==> config.mk <==
export PLATFORM = sky130hd
export DESIGN_NAME = kbd_event_ctrl_flat
export DESIGN_NICKNAME = d
export VERILOG_FILES = /design/src/rtl/kbd_pkg.sv /design/src/rtl/kbd_event_ctrl_if.sv /design/src/rtl/kbd_mod_state.sv /design/src/rtl/kbd_event_ctrl.sv /design/src/flat_wrapper.sv
export SDC_FILE = /design/constraint.sdc
export NUM_CORES = 1
export LEC_CHECK = 0
export BUFFER_PORTS_ARGS = -buffer_cell sky130_fd_sc_hd__buf_2
export CAP_MARGIN = 5
export CORE_MARGIN = 2
export CORE_UTILIZATION = 45
export DETAILED_ROUTE_END_ITERATION = 8
export GPL_TIMING_DRIVEN = 0
export PLACE_DENSITY = 0.64
export SLEW_MARGIN = 20
export SYNTH_ARGS = -nofsm -noshare
export SYNTH_HDL_FRONTEND = slang
export SYNTH_SLANG_ARGS = --single-unit
==> constraint.sdc <==
create_clock -name clk -period 3.6 [get_ports clk]
set_input_delay 0.54 -clock clk [delete_from_list [all_inputs] [get_ports clk]]
set_output_delay 0.54 -clock clk [all_outputs]
set_load 0.02 [all_outputs]
==> src/rtl/kbd_pkg.sv <==
// Shared scancode constants, FSM state encoding and decode helpers for the
// keyboard event sequencer.
package kbd_pkg;

    localparam logic [7:0] SC_EXT    = 8'hE0;
    localparam logic [7:0] SC_BRK    = 8'hF0;
    localparam logic [7:0] SC_LSHIFT = 8'h12;
    localparam logic [7:0] SC_RSHIFT = 8'h59;
    localparam logic [7:0] SC_CTRL   = 8'h14;
    localparam logic [7:0] SC_CAPS   = 8'h58;

    typedef enum logic [1:0] {
        IDLE   = 2'd0,
        DECODE = 2'd1,
        EMIT   = 2'd2
    } kbd_state_e;

    // A prefix byte only modifies the following scancode, it never forms an event.
    function automatic logic is_prefix(input logic [7:0] b);
        return (b == SC_EXT) || (b == SC_BRK);
    endfunction

    function automatic logic is_shift(input logic [7:0] b);
        return (b == SC_LSHIFT) || (b == SC_RSHIFT);
    endfunction

endpackage

==> src/rtl/kbd_event_ctrl_if.sv <==
// FIFO-side and consumer-side signals of the keyboard event sequencer.
interface kbd_event_ctrl_if #(
    parameter int CNT_W = 8
);
    logic [7:0]       kb_data;
    logic             kb_ready;
    logic             kb_overflow;
    logic             kb_nextdata;
    logic             ev_valid;
    logic             ev_ready;
    logic [7:0]       ev_code;
    logic             ev_ext;
    logic             ev_break;
    logic             ev_repeat;
    logic             shift;
    logic             ctrl;
    logic             caps;
    logic [CNT_W-1:0] press_cnt;
    logic             overflow_sticky;

    // Sequencer side.
    modport slave (
        input  kb_data, kb_ready, kb_overflow, ev_ready,
        output kb_nextdata, ev_valid, ev_code, ev_ext, ev_break, ev_repeat,
               shift, ctrl, caps, press_cnt, overflow_sticky
    );

    // Environment side (FIFO plus consumer).
    modport master (
        output kb_data, kb_ready, kb_overflow, ev_ready,
        input  kb_nextdata, ev_valid, ev_code, ev_ext, ev_break, ev_repeat,
               shift, ctrl, caps, press_cnt, overflow_sticky
    );
endinterface

==> src/rtl/kbd_mod_state.sv <==
// Modifier, caps-lock, held-key and press-count state, updated once per
// decoded (non-prefix) scancode strobe.
module kbd_mod_state
    import kbd_pkg::*;
#(
    parameter int CNT_W = 8
) (
    input  logic             clk,
    input  logic             clrn,
    input  logic             ev_stb,
    input  logic [7:0]       ev_code,
    input  logic             ev_ext,
    input  logic             ev_break,
    output logic             is_repeat,
    output logic             shift,
    output logic             ctrl,
    output logic             caps,
    output logic [CNT_W-1:0] press_cnt
);
    logic             held_valid_r;
    logic [7:0]       held_code_r;
    logic             held_ext_r;
    logic             shift_r;
    logic             ctrl_r;
    logic             caps_r;
    logic [CNT_W-1:0] press_cnt_r;
    logic             match_s;

    // Compare the incoming event against the currently held key.
    always_comb begin
        match_s   = held_valid_r && (held_code_r == ev_code) && (held_ext_r == ev_ext);
        is_repeat = match_s && !ev_break;
    end

    // Apply one decoded event to the modifier and held-key state.
    always_ff @(posedge clk or negedge clrn) begin
        if (!clrn) begin
            held_valid_r <= 1'b0;
            held_code_r  <= 8'h00;
            held_ext_r   <= 1'b0;
            shift_r      <= 1'b0;
            ctrl_r       <= 1'b0;
            caps_r       <= 1'b0;
            press_cnt_r  <= '0;
        end else if (ev_stb) begin
            // Both shift keys share one bit: any shift release clears it.
            if (is_shift(ev_code)) begin
                shift_r <= !ev_break;
            end
            if (ev_code == SC_CTRL) begin
                ctrl_r <= !ev_break;
            end
            if (!ev_break && !match_s) begin
                held_valid_r <= 1'b1;
                held_code_r  <= ev_code;
                held_ext_r   <= ev_ext;
                press_cnt_r  <= press_cnt_r + {{(CNT_W-1){1'b0}}, 1'b1};
                if ((ev_code == SC_CAPS) && !ev_ext) begin
                    caps_r <= !caps_r;
                end
            end else if (ev_break && match_s) begin
                held_valid_r <= 1'b0;
            end
        end
    end

    assign shift     = shift_r;
    assign ctrl      = ctrl_r;
    assign caps      = caps_r;
    assign press_cnt = press_cnt_r;

endmodule

==> src/rtl/kbd_event_ctrl.sv <==
// Keyboard event sequencer: pops the PS/2 FIFO, strips E0/F0 prefixes and
// presents one key event at a time on a valid/ready interface.
module kbd_event_ctrl
    import kbd_pkg::*;
#(
    parameter bit SUPPRESS_REPEAT = 1'b1,
    parameter int CNT_W           = 8
) (
    input  logic             clk,
    input  logic             clrn,
    kbd_event_ctrl_if.slave  bus
);
    kbd_state_e state_r;
    logic [7:0] byte_r;
    logic       ext_pend_r;
    logic       brk_pend_r;
    logic       ovf_d_r;
    logic       nextdata_r;
    logic       ev_valid_r;
    logic [7:0] ev_code_r;
    logic       ev_ext_r;
    logic       ev_break_r;
    logic       ev_repeat_r;
    logic       ovf_sticky_r;

    logic       ovf_rise_s;
    logic       ev_stb_s;
    logic       is_repeat_s;
    logic       drop_s;

    // Decode strobes: overflow edge, real-scancode strobe, suppressed repeat.
    always_comb begin
        ovf_rise_s = bus.kb_overflow && !ovf_d_r;
        ev_stb_s   = (state_r == DECODE) && !is_prefix(byte_r);
        drop_s     = ev_stb_s && is_repeat_s && (SUPPRESS_REPEAT != 1'b0);
    end

    kbd_mod_state #(
        .CNT_W (CNT_W)
    ) u_mod_state (
        .clk       (clk),
        .clrn      (clrn),
        .ev_stb    (ev_stb_s),
        .ev_code   (byte_r),
        .ev_ext    (ext_pend_r),
        .ev_break  (brk_pend_r),
        .is_repeat (is_repeat_s),
        .shift     (bus.shift),
        .ctrl      (bus.ctrl),
        .caps      (bus.caps),
        .press_cnt (bus.press_cnt)
    );

    // Sequencer FSM with registered FIFO pop strobe and event outputs.
    always_ff @(posedge clk or negedge clrn) begin
        if (!clrn) begin
            state_r      <= IDLE;
            byte_r       <= 8'h00;
            ext_pend_r   <= 1'b0;
            brk_pend_r   <= 1'b0;
            ovf_d_r      <= 1'b0;
            nextdata_r   <= 1'b0;
            ev_valid_r   <= 1'b0;
            ev_code_r    <= 8'h00;
            ev_ext_r     <= 1'b0;
            ev_break_r   <= 1'b0;
            ev_repeat_r  <= 1'b0;
            ovf_sticky_r <= 1'b0;
        end else begin
            nextdata_r <= 1'b0;
            ovf_d_r    <= bus.kb_overflow;
            if (ovf_rise_s) begin
                ovf_sticky_r <= 1'b1;
            end
            case (state_r)
                IDLE: begin
                    if (bus.kb_ready) begin
                        byte_r     <= bus.kb_data;
                        nextdata_r <= 1'b1;
                        state_r    <= DECODE;
                    end
                end
                DECODE: begin
                    if (byte_r == SC_EXT) begin
                        ext_pend_r <= 1'b1;
                        state_r    <= IDLE;
                    end else if (byte_r == SC_BRK) begin
                        brk_pend_r <= 1'b1;
                        state_r    <= IDLE;
                    end else begin
                        ext_pend_r <= 1'b0;
                        brk_pend_r <= 1'b0;
                        if (drop_s) begin
                            state_r <= IDLE;
                        end else begin
                            ev_valid_r  <= 1'b1;
                            ev_code_r   <= byte_r;
                            ev_ext_r    <= ext_pend_r;
                            ev_break_r  <= brk_pend_r;
                            ev_repeat_r <= is_repeat_s;
                            state_r     <= EMIT;
                        end
                    end
                end
                EMIT: begin
                    if (bus.ev_ready) begin
                        ev_valid_r <= 1'b0;
                        state_r    <= IDLE;
                    end
                end
                default: begin
                    state_r <= IDLE;
                end
            endcase
            // The stream may be desynchronised after an overflow, so any
            // half-received prefix is discarded; this wins over a set above.
            if (ovf_rise_s) begin
                ext_pend_r <= 1'b0;
                brk_pend_r <= 1'b0;
            end
        end
    end

    assign bus.kb_nextdata     = nextdata_r;
    assign bus.ev_valid        = ev_valid_r;
    assign bus.ev_code         = ev_code_r;
    assign bus.ev_ext          = ev_ext_r;
    assign bus.ev_break        = ev_break_r;
    assign bus.ev_repeat       = ev_repeat_r;
    assign bus.overflow_sticky = ovf_sticky_r;

endmodule

==> src/flat_wrapper.sv <==
// flat-port wrapper written by rule: the top's interface ports become plain ports
module kbd_event_ctrl_flat import kbd_pkg::*;
#(
    parameter bit SUPPRESS_REPEAT = 1'b1,
    parameter int CNT_W           = 8
)
  (clk, clrn, bus_kb_data, bus_kb_ready, bus_kb_overflow, bus_ev_ready, bus_kb_nextdata, bus_ev_valid, bus_ev_code, bus_ev_ext, bus_ev_break, bus_ev_repeat, bus_shift, bus_ctrl, bus_caps, bus_press_cnt, bus_overflow_sticky);
  kbd_event_ctrl_if #(.CNT_W(CNT_W)) bus_i ();
  input  logic clk;
  input  logic clrn;
  input wire logic [$bits(bus_i.kb_data)-1:0] bus_kb_data;
  input wire logic [$bits(bus_i.kb_ready)-1:0] bus_kb_ready;
  input wire logic [$bits(bus_i.kb_overflow)-1:0] bus_kb_overflow;
  input wire logic [$bits(bus_i.ev_ready)-1:0] bus_ev_ready;
  output wire logic [$bits(bus_i.kb_nextdata)-1:0] bus_kb_nextdata;
  output wire logic [$bits(bus_i.ev_valid)-1:0] bus_ev_valid;
  output wire logic [$bits(bus_i.ev_code)-1:0] bus_ev_code;
  output wire logic [$bits(bus_i.ev_ext)-1:0] bus_ev_ext;
  output wire logic [$bits(bus_i.ev_break)-1:0] bus_ev_break;
  output wire logic [$bits(bus_i.ev_repeat)-1:0] bus_ev_repeat;
  output wire logic [$bits(bus_i.shift)-1:0] bus_shift;
  output wire logic [$bits(bus_i.ctrl)-1:0] bus_ctrl;
  output wire logic [$bits(bus_i.caps)-1:0] bus_caps;
  output wire logic [$bits(bus_i.press_cnt)-1:0] bus_press_cnt;
  output wire logic [$bits(bus_i.overflow_sticky)-1:0] bus_overflow_sticky;
  assign bus_i.kb_data = bus_kb_data;
  assign bus_i.kb_ready = bus_kb_ready;
  assign bus_i.kb_overflow = bus_kb_overflow;
  assign bus_i.ev_ready = bus_ev_ready;
  assign bus_kb_nextdata = bus_i.kb_nextdata;
  assign bus_ev_valid = bus_i.ev_valid;
  assign bus_ev_code = bus_i.ev_code;
  assign bus_ev_ext = bus_i.ev_ext;
  assign bus_ev_break = bus_i.ev_break;
  assign bus_ev_repeat = bus_i.ev_repeat;
  assign bus_shift = bus_i.shift;
  assign bus_ctrl = bus_i.ctrl;
  assign bus_caps = bus_i.caps;
  assign bus_press_cnt = bus_i.press_cnt;
  assign bus_overflow_sticky = bus_i.overflow_sticky;
  kbd_event_ctrl #(.SUPPRESS_REPEAT(SUPPRESS_REPEAT), .CNT_W(CNT_W)) u_core (.clk(clk), .clrn(clrn), .bus(bus_i));
endmodule
== Word-level counts from Yosys, hierarchy flattened ==
Index checks and enable logic that the tools add are counted.

* Magnitude comparators: 0
* $mul: 0
* Mux-type cells: 23
* Bitwise operators: 3
* Add/sub/neg operators: 1
* Reduce and logical (&&, ||, !) cells: 32
* Shift operators: 0
* Equality and inequality tests: 17
* Divide/modulo/power cells: 0

{| class="wikitable"
|+ Operators by type and width
! kind !! count
|-
| equality test 8 x 5 -> 1 bit (second input constant) || 2
|-
| equality test 8 x 7 -> 1 bit (second input constant) || 2
|-
| equality test 8 bit (second input constant) || 2
|-
| two-way mux 1 bit || 16
|-
| AND reduction 2 bit || 8
|-
| two-way mux 2 bit || 5
|-
| inequality test 2 bit (second input constant) || 5
|-
| logical AND 1 bit || 9
|-
| adder 8 x 1 -> 8 bit (second input constant) || 1
|-
| equality test 8 bit || 1
|-
| logical NOT 1 bit || 6
|-
| one-hot mux 2 bit (3 select lines) || 1
|-
| nonzero test 2 bit || 3
|-
| AND reduction 5 bit || 1
|-
| AND reduction 4 bit || 1
|-
| inequality test 3 x 1 -> 1 bit (second input constant) || 1
|-
| NOT 1 bit || 3
|-
| AND reduction 3 bit || 1
|-
| equality test 2 x 1 -> 1 bit (second input constant) || 1
|-
| equality test 2 bit (second input constant) || 1
|-
| logical NOT 2 bit || 1
|-
| logical OR 1 bit || 2
|-
| inequality test 2 x 1 -> 1 bit (second input constant) || 1
|-
| one-hot mux 1 bit (2 select lines) || 1
|-
| equality test 1 bit || 1
|}

* Register bits after elaboration: 48
* Memories kept: 0
* Bits in writable memories: 0
* Memory bits (read-only): 0
* Logic and storage cells: 95
* Bits of input ports: 13
* Latch bits: 0

== Longest topological paths before layout ==
Gate-level depths: netlist of run 1.

* Depth in word-level cells: 9
* Gate-level depth with buffers: 9

== Hierarchy ==
Synthesis of run 1 repeated with hierarchy kept, for this count alone.

* Cell total of the unflattened synthesis: 181
* Area, all modules: 2157.1 µm²

{| class="wikitable"
|+ Modules (own cells, without submodules)
! module !! sequential area each (µm²) !! cells each !! times used !! area an instance (µm²)
|-
| kbd_event_ctrl || 675.6 || 77 || 1 || 1089.8
|-
| kbd_mod_state || 525.5 || 104 || 1 || 1067.3
|}

== Worst setup path before layout of run 1 ==
No wires, ideal clock.

* Path kind: reg2reg
* Start point: register u_core.byte_r[4]
* End point: register u_core.ev_code_r[1], in the netlist u_core.bus.ev_code[1]
* Cell stages (with the launch flop): 10
* Slack: 1.693 ns
* Required time: 3.475 ns
* Library setup time: 0.125 ns
* Path buffers: 2
* Arrival time: 1.782 ns
* Cells stage by stage: dfrtp_1 -> clkbuf_1 -> xor2_1 -> nor4_1 -> nand4_1 -> inv_1 -> ha_1 -> nor2_2 -> buf_6 -> mux2_4

* Longest elaborated chain between the ends: 7
* Elaborated cells between the ends (all ways): 14
* Classes of those cells: eq/ne (3); bitwise (3); reduce/logical (8)

{| class="wikitable"
|+ RTL lines
! what !! line !! source
|-
| start: declaration || kbd_event_ctrl.sv:14 || <nowiki>logic [7:0] byte_r;</nowiki>
|-
| start signal: assignment || kbd_event_ctrl.sv:78 || <nowiki>byte_r <= bus.kb_data;</nowiki>
|-
| equality test 8 bit || kbd_mod_state.sv:31 || <nowiki>match_s = held_valid_r && (held_code_r == ev_code) && (held_ext_r == ev_ext);</nowiki>
|-
| logical AND 1 bit (2 in a row) || kbd_mod_state.sv:31 ||
|-
| logical AND 1 bit || kbd_mod_state.sv:32 || <nowiki>is_repeat = match_s && !ev_break;</nowiki>
|-
| named net u_core.is_repeat_s || kbd_event_ctrl.sv:28 || <nowiki>logic is_repeat_s;</nowiki>
|-
| logical AND 1 bit || kbd_event_ctrl.sv:35 || <nowiki>drop_s = ev_stb_s && is_repeat_s && (SUPPRESS_REPEAT != 1'b0);</nowiki>
|-
| NOT 1 bit (no line) || n/a ||
|-
| AND reduction 4 bit (no line) || n/a ||
|-
| end signal: assignment || kbd_event_ctrl.sv:97 || <nowiki>ev_code_r <= byte_r;</nowiki>
|-
| end: declaration || kbd_event_ctrl.sv:20 || <nowiki>logic [7:0] ev_code_r;</nowiki>
|}

The timed path passes the listed nets, and every way through them passes these cells.
A chain may end at the register's enable or synchronous reset.

== Worst setup path in the final report of run 1 ==
* Start point: register u_core.byte_r[4]
* End point: register u_core.u_mod_state.held_code_r[2]

* Longest elaborated chain between the ends: 6
* Elaborated cells between the ends (all ways): 11
* Classes of those cells: eq/ne (3); reduce/logical (8)

{| class="wikitable"
|+ RTL lines
! what !! line !! source
|-
| equality test 8 bit || kbd_mod_state.sv:31 ||
|-
| logical AND 1 bit (2 in a row) || kbd_mod_state.sv:31 ||
|-
| logical NOT 1 bit || kbd_mod_state.sv:53 || <nowiki>if (!ev_break && !match_s) begin</nowiki>
|-
| logical AND 1 bit || kbd_mod_state.sv:53 ||
|-
| AND reduction 2 bit (no line) (*) || n/a ||
|-
| end signal: assignment || kbd_mod_state.sv:55 || <nowiki>held_code_r <= ev_code;</nowiki>
|-
| end: declaration || kbd_mod_state.sv:21 || <nowiki>logic [7:0] held_code_r;</nowiki>
|}

Mark *: on every way between the ends. The rest lies on a longest branch, timed or not.

==> results.txt, run 1 <==
----------------------------------------------------
[Run status]
  Result of the run ... completed

[Route]
  Detailed-routing iteration count for the pre-antenna-repair pass ... 4
  Wirelength per Cell ... 14.54 um
  Number of routed nets with antenna violations ... 0
  Via total after detailed routing ... around 1.4k
  Total DRC errors in the routed layout ... 0
  DRT iter0 DRCs ... 53
  Detailed Route WL ... roughly 4000 um
  Ratio of routed vias to standard cells ... just over 5

[STA]
  Number of failing setup endpoints in the final timing report ... 0
  Final worst-path cycle share ... 0.6291
  Post-route worst hold slack ... about 0.24 ns
  Setup Skew ... 0.004185 ns
  Fin Setup TNS ... 0 ns
  Final hold vios ... 0
  Crit path time final ... between 2 and 2.5 ns
  Slew @ Worst Pin ... 0.5806 ns
  Achievable Freq ... 0.4415 GHz
  RSZ-0062 raised after global routing ... no
  Final number of max-transition violations ... 0
  Tightest slew margin relative to the limit ... 0.6130

[Worst setup path]
  Critical Path Source Type ... flop
  Cell at the slowest stage of the critical path ... sky130_fd_sc_hd__dfrtp_1
  Cell type group with the largest total delay on the critical path ... simple AND/OR/NAND/NOR gates
  Critical-path maximum fanout ... 10
  Slowest stage delay, CP ... 0.36 ns
  Buffers plus inverters on the worst setup path ... 2
  Kind of critical path ... flop to flop
  CP Capture Type ... flop
  Endpoint arrival time on the critical path ... between 2 and 2.5 ns
  Endpoint required time on the critical path ... 3.79 ns
  Series of cell instances along the critical path ... clkbuf_1 -> xor2_1 -> nor4_1 -> nand4_1 -> ha_1 -> o211a_1 -> clkbuf_1 -> nand2_1 -> nand2_1

[Die]
  Core Footprint ... 4444 um2
  Die Outline Area ... approximately 5300 um2
  Std-Cell Rows ... 24
  Overall die height ... 72.57 um
  IO Count ... 38
  Effective utilization at floorplan ... 0.4761
  X dimension of the die ... 72.57 um

[Final layout]
  Final Core Density ... 0.5572
  Final standard cell count with taps included and fillers excluded ... 272
  Total inserted antenna cells ... 0
  Proportion of layout cells with a drive suffix above 1 ... 0.3000
  Number of fill cells in the layout ... 387
  Final nets ... 235
  Area grow syn2layout ... 17.03%

[Power]
  Power per cell area ... 898.2 nW/um2
  Leakage power figure ... 1.223 nW
  Peak supply drop ... 428.6 uV

[Placed design]
  Final estimated routing congestion in global placement ... 0.6974
  Placed Cells incl. Taps ... 264
  Dpl hpwl ... 2869 um
  IO buf count ... 37

[Global route]
  GR Util All Layers ... 0.1671
  First-pass GRT wire length ... between 6000 and 7000 um
  Aggregate global routing overflow ... 0
  Via count of the first global-routing pass ... 1,361
  Maximum number of pins on one net before global-route repair ... 49
  Number of antenna violations at the first check in global routing ... 0

[Clocking]
  Number of buffers created by CTS ... 5
  Cells resized by post-CTS repair ... 0
  Clock Sinks ... 48
  Setup fix buffers added after clock tree synthesis ... 0
  Clk slew on worst S/H paths ... 0.08 ns
  Buffer cell driving the clock tree root ... sky130_fd_sc_hd__clkbuf_8
  Clk buf depth ... 2
  Clk Latency, worst-skew pair ... 0.30 ns
  H-Tree Depth ... 2
  CTS tree ... done
  Cts hold-fix bufs ... 0

[Hold path]
  Class of the worst hold path ... primary input to asynchronous set/reset pin

[Synth]
  Cell type contributing the most total cell area after synthesis ... sky130_fd_sc_hd__dfrtp_1
  Top area cells in the synthesized netlist ... sky130_fd_sc_hd__dfrtp_1 57%, sky130_fd_sc_hd__mux2_4 5.7%, sky130_fd_sc_hd__nand2_1 5.7%
  Unique cell type count in the Yosys netlist ... 36
  Portion of the post-synthesis area used by sequential elements ... 0.5677
  Leading register cell type out of synthesis ... sky130_fd_sc_hd__dfrtp_1
  Syn Nets ... 191
  Average instance area after synthesis ... 12.09 um2
  Post-synthesis cell count ... 175
  Yosys warnings ... 0
  FF+latch count, synth ... 48
  Cell area after synthesis ... 2116 um2
  Number of enable-type register cells in the synthesized netlist ... 0
  Async S/R FF share, synth ... 1.000
  Proportion of netlist area held by the largest area contributor ... 0.5677

[Run]
  Max-cap viol count ... 0

----------------------------------------------------
layout make-up:
cell class | count | area (um2) | area share
timing repair buffer | 37 | 187.7 | 0.07580
multi-input combinational | 114 | 855.8 | 0.3456
clock buffer | 6 | 72.57 | 0.02931
sequential | 48 | 1201 | 0.4851
tap | 52 | 65.06 | 0.02628
inverter | 5 | 18.77 | 0.007580
buffer | 8 | 40.04 | 0.01617
clock inverter | 2 | 35.03 | 0.01415
worst paths after layout:
check | from | end | slack [ns] | cells after the start
max in group asynchronous | clrn | u_core.u_mod_state.press_cnt[3] | 2.97 | 1
hold reg to reg | u_core.bus.overflow_sticky | u_core.bus.overflow_sticky | 0.45 | 1
setup / recovery | u_core.byte_r[4] | u_core.u_mod_state.held_code_r[2] | 1.34 | 9
min in group clk | bus_kb_overflow | u_core.ovf_d_r | 0.38 | 1
setup reg to reg | u_core.byte_r[4] | u_core.u_mod_state.held_code_r[2] | 1.34 | 9
hold / removal | clrn | u_core.bus.ev_repeat | 0.24 | 1
kinds of logic after synthesis:
logic type	count (synthesis)	share of synthesized area
buffers and inverters	13	0.02780
and+or+nand+nor	62	0.1502
adders and majority gates	3	0.01774
muxes	20	0.1206
DFF	48	0.5677
xor gates and xnor gates	17	0.07037
AOI/OAI and AO/OA	12	0.04554
stage by stage:
stage               cell area [um2]  worst slack (ns)  power (mW)
floorplan                      2116             1.693       1.593
detailed placement             2366             1.317       1.872
global route                   2476             1.024       2.379
global placement               2366             1.423       1.828
finish                         2476             1.335       2.224
CTS                            2474             1.295       2.248
state kept, by name, indices dropped and copies added, names as in the netlist, 2 cells and up:
name,flops
u_core.byte_r,8
u_core.bus.ev_code,8
u_core.u_mod_state.press_cnt,8
u_core.u_mod_state.held_code_r,8
u_core.state_r,2
cells in the mapped netlist, types with 2 or more instances:
cell                        n
sky130_fd_sc_hd__dfrtp_1   48
sky130_fd_sc_hd__nand2_1   32
sky130_fd_sc_hd__xor2_1    10
sky130_fd_sc_hd__mux2_2     8
sky130_fd_sc_hd__mux2_4     8
sky130_fd_sc_hd__xnor2_1    7
sky130_fd_sc_hd__nand4_1    6
sky130_fd_sc_hd__clkbuf_1   5
sky130_fd_sc_hd__inv_1      5
sky130_fd_sc_hd__nor2b_1    5
sky130_fd_sc_hd__mux2_1     4
sky130_fd_sc_hd__nor4_1     4
sky130_fd_sc_hd__ha_1       3
sky130_fd_sc_hd__a21o_1     2
sky130_fd_sc_hd__and3_1     2
sky130_fd_sc_hd__buf_2      2
sky130_fd_sc_hd__nand3b_1   2
sky130_fd_sc_hd__nor2_1     2
sky130_fd_sc_hd__nor3_1     2
sky130_fd_sc_hd__nor3b_1    2
placed cells by master (no fill, tap or decap), types with 2 or more instances in the layout:
cell                       instances
sky130_fd_sc_hd__a21o_1            2
sky130_fd_sc_hd__and3_1            2
sky130_fd_sc_hd__buf_2            38
sky130_fd_sc_hd__clkbuf_1          6
sky130_fd_sc_hd__clkbuf_8          5
sky130_fd_sc_hd__dfrtp_1          48
sky130_fd_sc_hd__ha_1              3
sky130_fd_sc_hd__inv_1             5
sky130_fd_sc_hd__mux2_1            4
sky130_fd_sc_hd__mux2_2            8
sky130_fd_sc_hd__mux2_4            8
sky130_fd_sc_hd__nand2_1          32
sky130_fd_sc_hd__nand3b_1          2
sky130_fd_sc_hd__nand4_1           6
sky130_fd_sc_hd__nor2_1            2
sky130_fd_sc_hd__nor2b_1           5
sky130_fd_sc_hd__nor3_1            2
sky130_fd_sc_hd__nor3b_1           2
sky130_fd_sc_hd__nor4_1            4
sky130_fd_sc_hd__xnor2_1           7
sky130_fd_sc_hd__xor2_1           10
where the power goes:
group          switching [mW]  leakage [nW]  internal, mW  total, mW
clock network           0.168        0.0552         0.206      0.374
logic                   0.497         0.575         0.412      0.909
registers               0.185         0.593         0.756      0.941
metal layers:
| layer | vias to the layer above | share of wire | track usage |
|---|---|---|---|
| li1 | 677 | - | - |
| met4 | 0 | 0.012 | 0.04938 |
| met3 | 6 | 0.034 | 0.04282 |
| met1 | 670 | 0.47 | 0.2234 |
| met5 | - | 0 | 0 |
| met2 | 21 | 0.49 | 0.2697 |
No activity file was read; power rests on OpenSTA's default activity.
==> run 2, diff against run 1 <==
- ABC_AREA: not set -> 1
- PLACE_DENSITY: 0.64 -> 0.63
- clock period: 3.6 -> 2.3 ns (I/O delays scaled with it)
==> results.txt, run 2 <==
----------------------------------------------------
[Clocking]
  Clock Sinks ... 48 (unchanged)
  Clk slew on worst S/H paths ... 0.09 ns (about the same)
  Buffer cell driving the clock tree root ... sky130_fd_sc_hd__clkbuf_8
  CTS tree ... done
  H-Tree Depth ... 2 (unchanged)
  Setup fix buffers added after clock tree synthesis ... 0 (unchanged)
  Cts hold-fix bufs ... 0 (unchanged)
  Clk buf depth ... 2 (unchanged)
  Clk Latency, worst-skew pair ... 0.31 ns (about the same)
  Cells resized by post-CTS repair ... 0 (unchanged)
  Number of buffers created by CTS ... 5 (unchanged)

[Worst setup path]
  Launch point of the worst reg-to-reg path ... u_core.byte_r[6]
  CP Capture Type ... flop
  Critical Path Source Type ... flop
  Critical-path maximum fanout ... 10 (unchanged)
  Setup slack of the worst register-to-register path ... 0.34 ns (-1.00 ns)
  Series of cell instances along the critical path ... inv_1 -> nor2_1 -> a211oi_1 -> nand3_1 -> nor2_1 -> inv_1 -> ha_1 -> nand2_8 -> buf_6 -> nand2_2 -> o21ai_2
  Endpoint arrival time on the critical path ... 2.20 ns (-0.25 ns)
  Slowest stage delay, CP ... 0.40 ns (+0.04 ns)
  Capture instance of the worst register-to-register path ... u_core.u_mod_state.held_code_r[6]
  Worst reg2reg path depth ... 11 (+2)
  Endpoint required time on the critical path ... 2.53 ns (-1.26 ns)
  Cell at the slowest stage of the critical path ... sky130_fd_sc_hd__dfrtp_1
  Critical Path Source ... u_core.byte_r[6]
  Kind of critical path ... flop to flop

[Synth]
  Cell area after synthesis ... 2303 um2 (+8.9%)
  Number of enable-type register cells in the synthesized netlist ... 0 (unchanged)
  Yosys warnings ... 0 (unchanged)
  Average instance area after synthesis ... 9.251 um2 (-23%)
  Unique cell type count in the Yosys netlist ... 28 (-22%)
  Proportion of netlist area held by the largest area contributor ... 0.5215 (-0.04626)
  FF+latch count, synth ... 48 (unchanged)
  Async S/R FF share, synth ... 1.000 (unchanged)
  Syn Nets ... 265 (+39%)
  Leading register cell type out of synthesis ... sky130_fd_sc_hd__dfrtp_1
  Cell with the most instances after synthesis ... sky130_fd_sc_hd__nand2_1
  Top area cells in the synthesized netlist ... sky130_fd_sc_hd__dfrtp_1 52%, sky130_fd_sc_hd__nand2_1 13%, sky130_fd_sc_hd__o21ai_2 8.4%
  Portion of the post-synthesis area used by sequential elements ... 0.5215 (-0.04626)
  Most used standard cells in the synthesized netlist ... 77 x sky130_fd_sc_hd__nand2_1, 48 x sky130_fd_sc_hd__dfrtp_1, 22 x sky130_fd_sc_hd__o21ai_2
  Cell type contributing the most total cell area after synthesis ... sky130_fd_sc_hd__dfrtp_1
  Post-synthesis cell count ... 249 (+42%)

[Final layout]
  Number of fill cells in the layout ... 511 (+32%)
  Proportion of layout cells with a drive suffix above 1 ... 0.2959 (-0.004082)
  Most common cell after layout, fill and taps aside ... sky130_fd_sc_hd__nand2_1
  Commonest non-fill, non-tap cells in the layout ... 77 x sky130_fd_sc_hd__nand2_1, 48 x sky130_fd_sc_hd__dfrtp_1, 36 x sky130_fd_sc_hd__buf_2
  Area used by multi-input combinational logic ... 970.9 um2 (+13%)
  Area grow syn2layout ... 16.02%
  Area taken by flip-flops and latches ... 1201 um2 (unchanged)
  Total inserted antenna cells ... 0 (unchanged)
  Final nets ... 309 (+31%)

[Die]
  Core Footprint ... 5010 um2 (+13%)
  Effective utilization at floorplan ... 0.4598 (-0.01628)
  X dimension of the die ... 75.55 um (+4.1%)
  Die Outline Area ... 5707 um2 (+8.4%)
  Std-Cell Rows ... 26 (+8.3%)
  IO Count ... 38 (unchanged)
  Overall die height ... 75.55 um (+4.1%)

[Global route]
  Maximum number of pins on one net before global-route repair ... 49 (unchanged)
  Met3 global-route usage ... 0.04365 (+0.0008331)
  Top Usage Layer GRT ... met2
  Met1 usage in global routing ... 0.2364 (+0.01301)
  Met2 track demand over resource in global routing ... 0.2686 (-0.001098)
  Via count of the first global-routing pass ... 1,564 (+15%)
  GR Util All Layers ... 0.1718 (+0.004712)
  First-pass GRT wire length ... 7314 um (+9.2%)
  Aggregate global routing overflow ... 0 (unchanged)
  Number of antenna violations at the first check in global routing ... 0 (unchanged)

[STA]
  Setup Skew ... 0.01205 ns (+0.007864 ns)
  Slew @ Worst Pin ... 0.6020 ns (+0.02146 ns)
  Achievable Freq ... 0.5091 GHz (+15%)
  Crit path time final ... 1.964 ns (-0.3007 ns)
  Final hold vios ... 0 (unchanged)
  Setup slack after layout ... 0.3358 ns (-0.9993 ns)
  RSZ-0062 raised after global routing ... no
  Final worst-path cycle share ... 0.8540 (+0.2249)
  Final number of max-transition violations ... 0 (unchanged)
  Number of failing setup endpoints in the final timing report ... 0 (unchanged)
  Tightest slew margin relative to the limit ... 0.5986 (-0.01431)
  Fin Setup TNS ... 0 ns (unchanged)

[Placed design]
  IO buf count ... 37 (unchanged)
  Worst slack after detailed placement ... 0.3361 ns (-0.9807 ns)
  Dpl hpwl ... 3185 um (+11%)
  Final estimated routing congestion in global placement ... 0.7321 (+5.0%)

[Power]
  Power per cell area ... 1243 nW/um2 (+38%)
  Switching part of the total ... 0.4288 (+0.04655)
  Portion of total power attributed to combinational logic ... 0.432 (+0.023)
  P_int ... 1.898 mW (+38%)
  P_sw ... 1.425 mW (+68%)
  Sequential cell fraction of total power ... 0.409 (-0.014)
  Proportion of power drawn by the clock network ... 0.159 (-0.009)
  Leakage power figure ... 1.344 nW (+9.9%)
  Peak supply drop ... 592.3 uV (+38%)

[Run status]
  Result of the run ... completed

[Route]
  Number of routed nets with antenna violations ... 0 (unchanged)
  Ratio of routed vias to standard cells ... 4.791 (-5.2%)
  Detailed Route WL ... 4405 um (+11%)
  DRT iter0 DRCs ... 56 (+5.7%)
  Wirelength per Cell ... 12.10 um (-17%)
  Total DRC errors in the routed layout ... 0 (unchanged)
  Via total after detailed routing ... 1,744 (+27%)
  Detailed-routing iteration count for the pre-antenna-repair pass ... 4 (unchanged)

[Run]
  Max-cap viol count ... 0 (unchanged)

[Hold path]
  Class of the worst hold path ... primary input to asynchronous set/reset pin

----------------------------------------------------
## run 2: changes by cell type in the layout (fill, tap and decap cells not counted), moves of 6 or more
cell                      delta
sky130_fd_sc_hd__o21ai_0    +14
sky130_fd_sc_hd__nand3_1     +6
sky130_fd_sc_hd__mux2_2      -8
sky130_fd_sc_hd__o21ai_2    +22
sky130_fd_sc_hd__nand2_1    +45
sky130_fd_sc_hd__inv_1      +11
sky130_fd_sc_hd__nor2_1     +10
sky130_fd_sc_hd__mux2_4      -8
## run 2: cells by family (layout without fill, tap and decap cells)
family | after synthesis | in the layout | synth area share
buffers and inverters | 27 | 72 | 0.05703
AOI/OAI and AO/OA | 43 | 43 | 0.1325
adders and majority gates | 3 | 3 | 0.01630
DFF | 48 | 48 | 0.5215
xor gates and xnor gates | 11 | 11 | 0.04182
and+or+nand+nor | 117 | 117 | 0.2309
## run 2: layout make-up
cell class | count | area share
clock inverters | 1 | 0.002809
flip-flops and latches | 48 | 0.4494
repair buffers | 37 | 0.07022
well taps | 70 | 0.03277
multi-input cells | 174 | 0.3633
inverters | 22 | 0.03090
plain buffers | 5 | 0.01826
clock buffers | 7 | 0.03230
## run 2: per-layer routing
metal  vias up  part of all wire
met5         -                 0
met4         0             0.012
met3         5             0.036
met2        32              0.47
met1       818              0.48
li1        889                 -
## run 2: power by group through the flow
stage	clock (mW)	combinational [mW]	sequential (mW)
floorplan	0	0.944	1.50
global placement	0	1.44	1.36
detailed placement	0	1.46	1.37
CTS	0.548	1.46	1.35
global route	0.586	1.62	1.39
finish	0.528	1.44	1.36
## run 2: metrics by stage
stage	util	cell area, um2	hold WS (ns)	std cells	power [mW]
after global placement	0.5142	2576	0.4444	356	2.809
final	0.5335	2673	0.02246	364	3.322
after floorplan	-	2303	0.04941	249	2.444
after CTS	0.5330	2670	0.1582	364	3.365
after detailed placement	0.5142	2576	0.4516	356	2.830
after global routing	0.5335	2673	0.07804	364	3.598
## run 2: worst max path at each step
stage,end,slack (ns),cells past startpoint
after floorplan,u_core.u_mod_state.press_cnt[5],0.60,11
after global placement,u_core.u_mod_state.held_code_r[0],0.35,11
after detailed placement,u_core.u_mod_state.press_cnt[7],0.34,11
after CTS,u_core.u_mod_state.press_cnt[7],0.31,11
after global routing,u_core.u_mod_state.press_cnt[6],0.13,12
final,u_core.u_mod_state.held_code_r[6],0.34,11
## run 2: worst max-delay path: cells and delay by family, from the launching register on
family / cells / cell delay [ns]
AO/OA/AOI/OAI: 2 / 0.28
adder cells (fa/ha/maj): 1 / 0.25
buffers and inverters: 3 / 0.45
flip-flops: 1 / 0.40
AND/OR/NAND/NOR: 5 / 0.50
==> run 3, diff against run 2 <==
- CORE_ASPECT_RATIO: not set -> 0.9
- CORE_UTILIZATION: 45 -> 50
- PLACE_DENSITY: 0.63 -> 0.69
==> results.txt, run 3 (synthesized netlist as in run 2, its figures left out) <==
----------------------------------------------------
[Run status]
  Result of the run ... completed

[Final layout]
  Most common cell after layout, fill and taps aside ... sky130_fd_sc_hd__nand2_1
  Area grow syn2layout ... 17.00%
  Final nets ... 309 (unchanged)
  Proportion of layout cells with a drive suffix above 1 ... 0.2993 (+0.003401)
  Commonest non-fill, non-tap cells in the layout ... 77 x sky130_fd_sc_hd__nand2_1, 48 x sky130_fd_sc_hd__dfrtp_1, 36 x sky130_fd_sc_hd__buf_2
  Number of fill cells in the layout ... 441 (-14%)
  Total inserted antenna cells ... 0 (unchanged)

[STA]
  Fin Setup TNS ... 0 ns (unchanged)
  RSZ-0062 raised after global routing ... no
  Crit path time final ... 1.948 ns (-0.01603 ns)
  Final hold vios ... 0 (unchanged)
  Achievable Freq ... 0.5133 GHz (+0.82%)
  Final worst-path cycle share ... 0.8470 (-0.006969)
  Setup Skew ... 0.01118 ns (-0.0008665 ns)
  Tightest slew margin relative to the limit ... 0.5954 (-0.003288)
  Final number of max-transition violations ... 0 (unchanged)
  Number of failing setup endpoints in the final timing report ... 0 (unchanged)
  Slew @ Worst Pin ... 0.6070 ns (+0.004931 ns)

[Route]
  Wirelength per Cell ... 12.40 um (+2.5%)
  Via total after detailed routing ... 1,724 (-1.1%)
  Detailed Route WL ... 4414 um (+0.20%)
  Number of routed nets with antenna violations ... 0 (unchanged)
  Ratio of routed vias to standard cells ... 4.843 (+1.1%)
  Detailed-routing iteration count for the pre-antenna-repair pass ... 4 (unchanged)
  Total DRC errors in the routed layout ... 0 (unchanged)
  DRT iter0 DRCs ... 48 (-14%)

[Power]
  Leakage power figure ... 1.364 nW (+1.5%)
  Peak supply drop ... 647.1 uV (+9.2%)
  Power per cell area ... 1285 nW/um2 (+3.3%)
  Post-layout power ... 3.462 mW (+4.2%)

[Die]
  Overall die height ... 68.39 um (-9.5%)
  Die Outline Area ... 5167 um2 (-9.5%)
  Effective utilization at floorplan ... 0.5198 (+0.05997)
  X dimension of the die ... 75.55 um (unchanged)
  Std-Cell Rows ... 23 (-12%)
  IO Count ... 38 (unchanged)
  Core Footprint ... 4432 um2 (-12%)

[Worst setup path]
  Critical Path Source Type ... flop
  Endpoint required time on the critical path ... 2.54 ns (about the same)
  Critical-path maximum fanout ... 10 (unchanged)
  Endpoint arrival time on the critical path ... 2.19 ns (about the same)
  CP Capture Type ... flop
  Kind of critical path ... flop to flop

[Global route]
  GR Util All Layers ... 0.1970 (+0.02518)
  Aggregate global routing overflow ... 0 (unchanged)
  Maximum number of pins on one net before global-route repair ... 49 (unchanged)
  Number of antenna violations at the first check in global routing ... 0 (unchanged)
  First-pass GRT wire length ... 7562 um (+3.4%)
  Via count of the first global-routing pass ... 1,647 (+5.3%)

[Placed design]
  Final estimated routing congestion in global placement ... 0.7958 (+8.7%)
  Dpl hpwl ... 3208 um (+0.72%)
  IO buf count ... 37 (unchanged)

[Clocking]
  Setup fix buffers added after clock tree synthesis ... 0 (unchanged)
  CTS tree ... done
  Clk slew on worst S/H paths ... 0.09 ns (about the same)
  Buffer cell driving the clock tree root ... sky130_fd_sc_hd__clkbuf_8
  Clock Sinks ... 48 (unchanged)
  Clk Latency, worst-skew pair ... 0.30 ns (about the same)
  Cts hold-fix bufs ... 0 (unchanged)
  H-Tree Depth ... 2 (unchanged)
  Cells resized by post-CTS repair ... 0 (unchanged)
  Clk buf depth ... 2 (unchanged)
  Number of buffers created by CTS ... 5 (unchanged)

[Run]
  Max-cap viol count ... 0 (unchanged)

[Hold path]
  Class of the worst hold path ... primary input to asynchronous set/reset pin

----------------------------------------------------
-- run 3: cell type report --
cell class / count / area [um2] / area share
Buffer: 5 / 48.80 / 0.01811
Multi-Input combinational cell: 174 / 970.9 / 0.3603
Tap cell: 62 / 77.57 / 0.02878
Clock buffer: 7 / 96.34 / 0.03575
Inverter: 22 / 82.58 / 0.03064
Timing Repair Buffer: 37 / 187.7 / 0.06964
Sequential cell: 48 / 1201 / 0.4457
Clock inverter: 1 / 30.03 / 0.01114
-- run 3: metal layers --
metal | wire, um | track usage | part of all wire
met3 | 164 | 0.03976 | 0.037
met5 | 0 | 0 | 0
met2 | 2010 | 0.3087 | 0.46
met1 | 2183 | 0.2728 | 0.49
met4 | 55 | 0.06579 | 0.012
-- run 3: path summary, 6_finish.rpt --
path / end / depth (start not counted) / start / slack, ns
setup / recovery: u_core.u_mod_state.held_code_r[0] / 11 / u_core.byte_r[6] / 0.35
hold / removal: u_core.bus.ev_code[6] / 1 / clrn / 0.04
setup reg to reg: u_core.u_mod_state.held_code_r[0] / 11 / u_core.byte_r[6] / 0.35
min in group clk: u_core.ovf_d_r / 1 / bus_kb_overflow / 0.16
hold reg to reg: u_core.bus.overflow_sticky / 2 / u_core.bus.overflow_sticky / 0.46
max in group asynchronous: u_core.ext_pend_r / 1 / clrn / 1.85
-- run 3: metrics by stage --
step | std cells | utilization | worst slack (ns) | hold WS, ns | area [um2]
floorplan | 249 | - | 0.5968 | 0.04941 | 2303
global placement | 348 | 0.5791 | 0.3697 | 0.4463 | 2566
detailed placement | 348 | 0.5791 | 0.3405 | 0.4454 | 2566
CTS | 356 | 0.6076 | 0.3052 | 0.1579 | 2693
global route | 356 | 0.6081 | 0.1460 | 0.08993 | 2695
finish | 356 | 0.6081 | 0.3519 | 0.04392 | 2695
-- run 3: power breakdown --
part | switching [mW] | internal (mW) | total, mW | leakage (nW)
combinational | 0.927 | 0.517 | 1.44 | 0.686
clock | 0.284 | 0.384 | 0.668 | 0.0645
sequential | 0.214 | 1.14 | 1.35 | 0.614
total | 1.43 | 2.04 | 3.46 | 1.36
-- run 3: worst max-delay path: stages (launching register included) --
cell	delay, ns
sky130_fd_sc_hd__dfrtp_1	0.40
sky130_fd_sc_hd__inv_1	0.19
sky130_fd_sc_hd__nor2_1	0.08
sky130_fd_sc_hd__a211oi_1	0.23
sky130_fd_sc_hd__nand3_1	0.10
sky130_fd_sc_hd__nor2_1	0.14
sky130_fd_sc_hd__inv_1	0.06
sky130_fd_sc_hd__ha_1	0.25
sky130_fd_sc_hd__nand2_8	0.14
sky130_fd_sc_hd__buf_6	0.18
sky130_fd_sc_hd__nand2_2	0.06
sky130_fd_sc_hd__o21ai_2	0.05
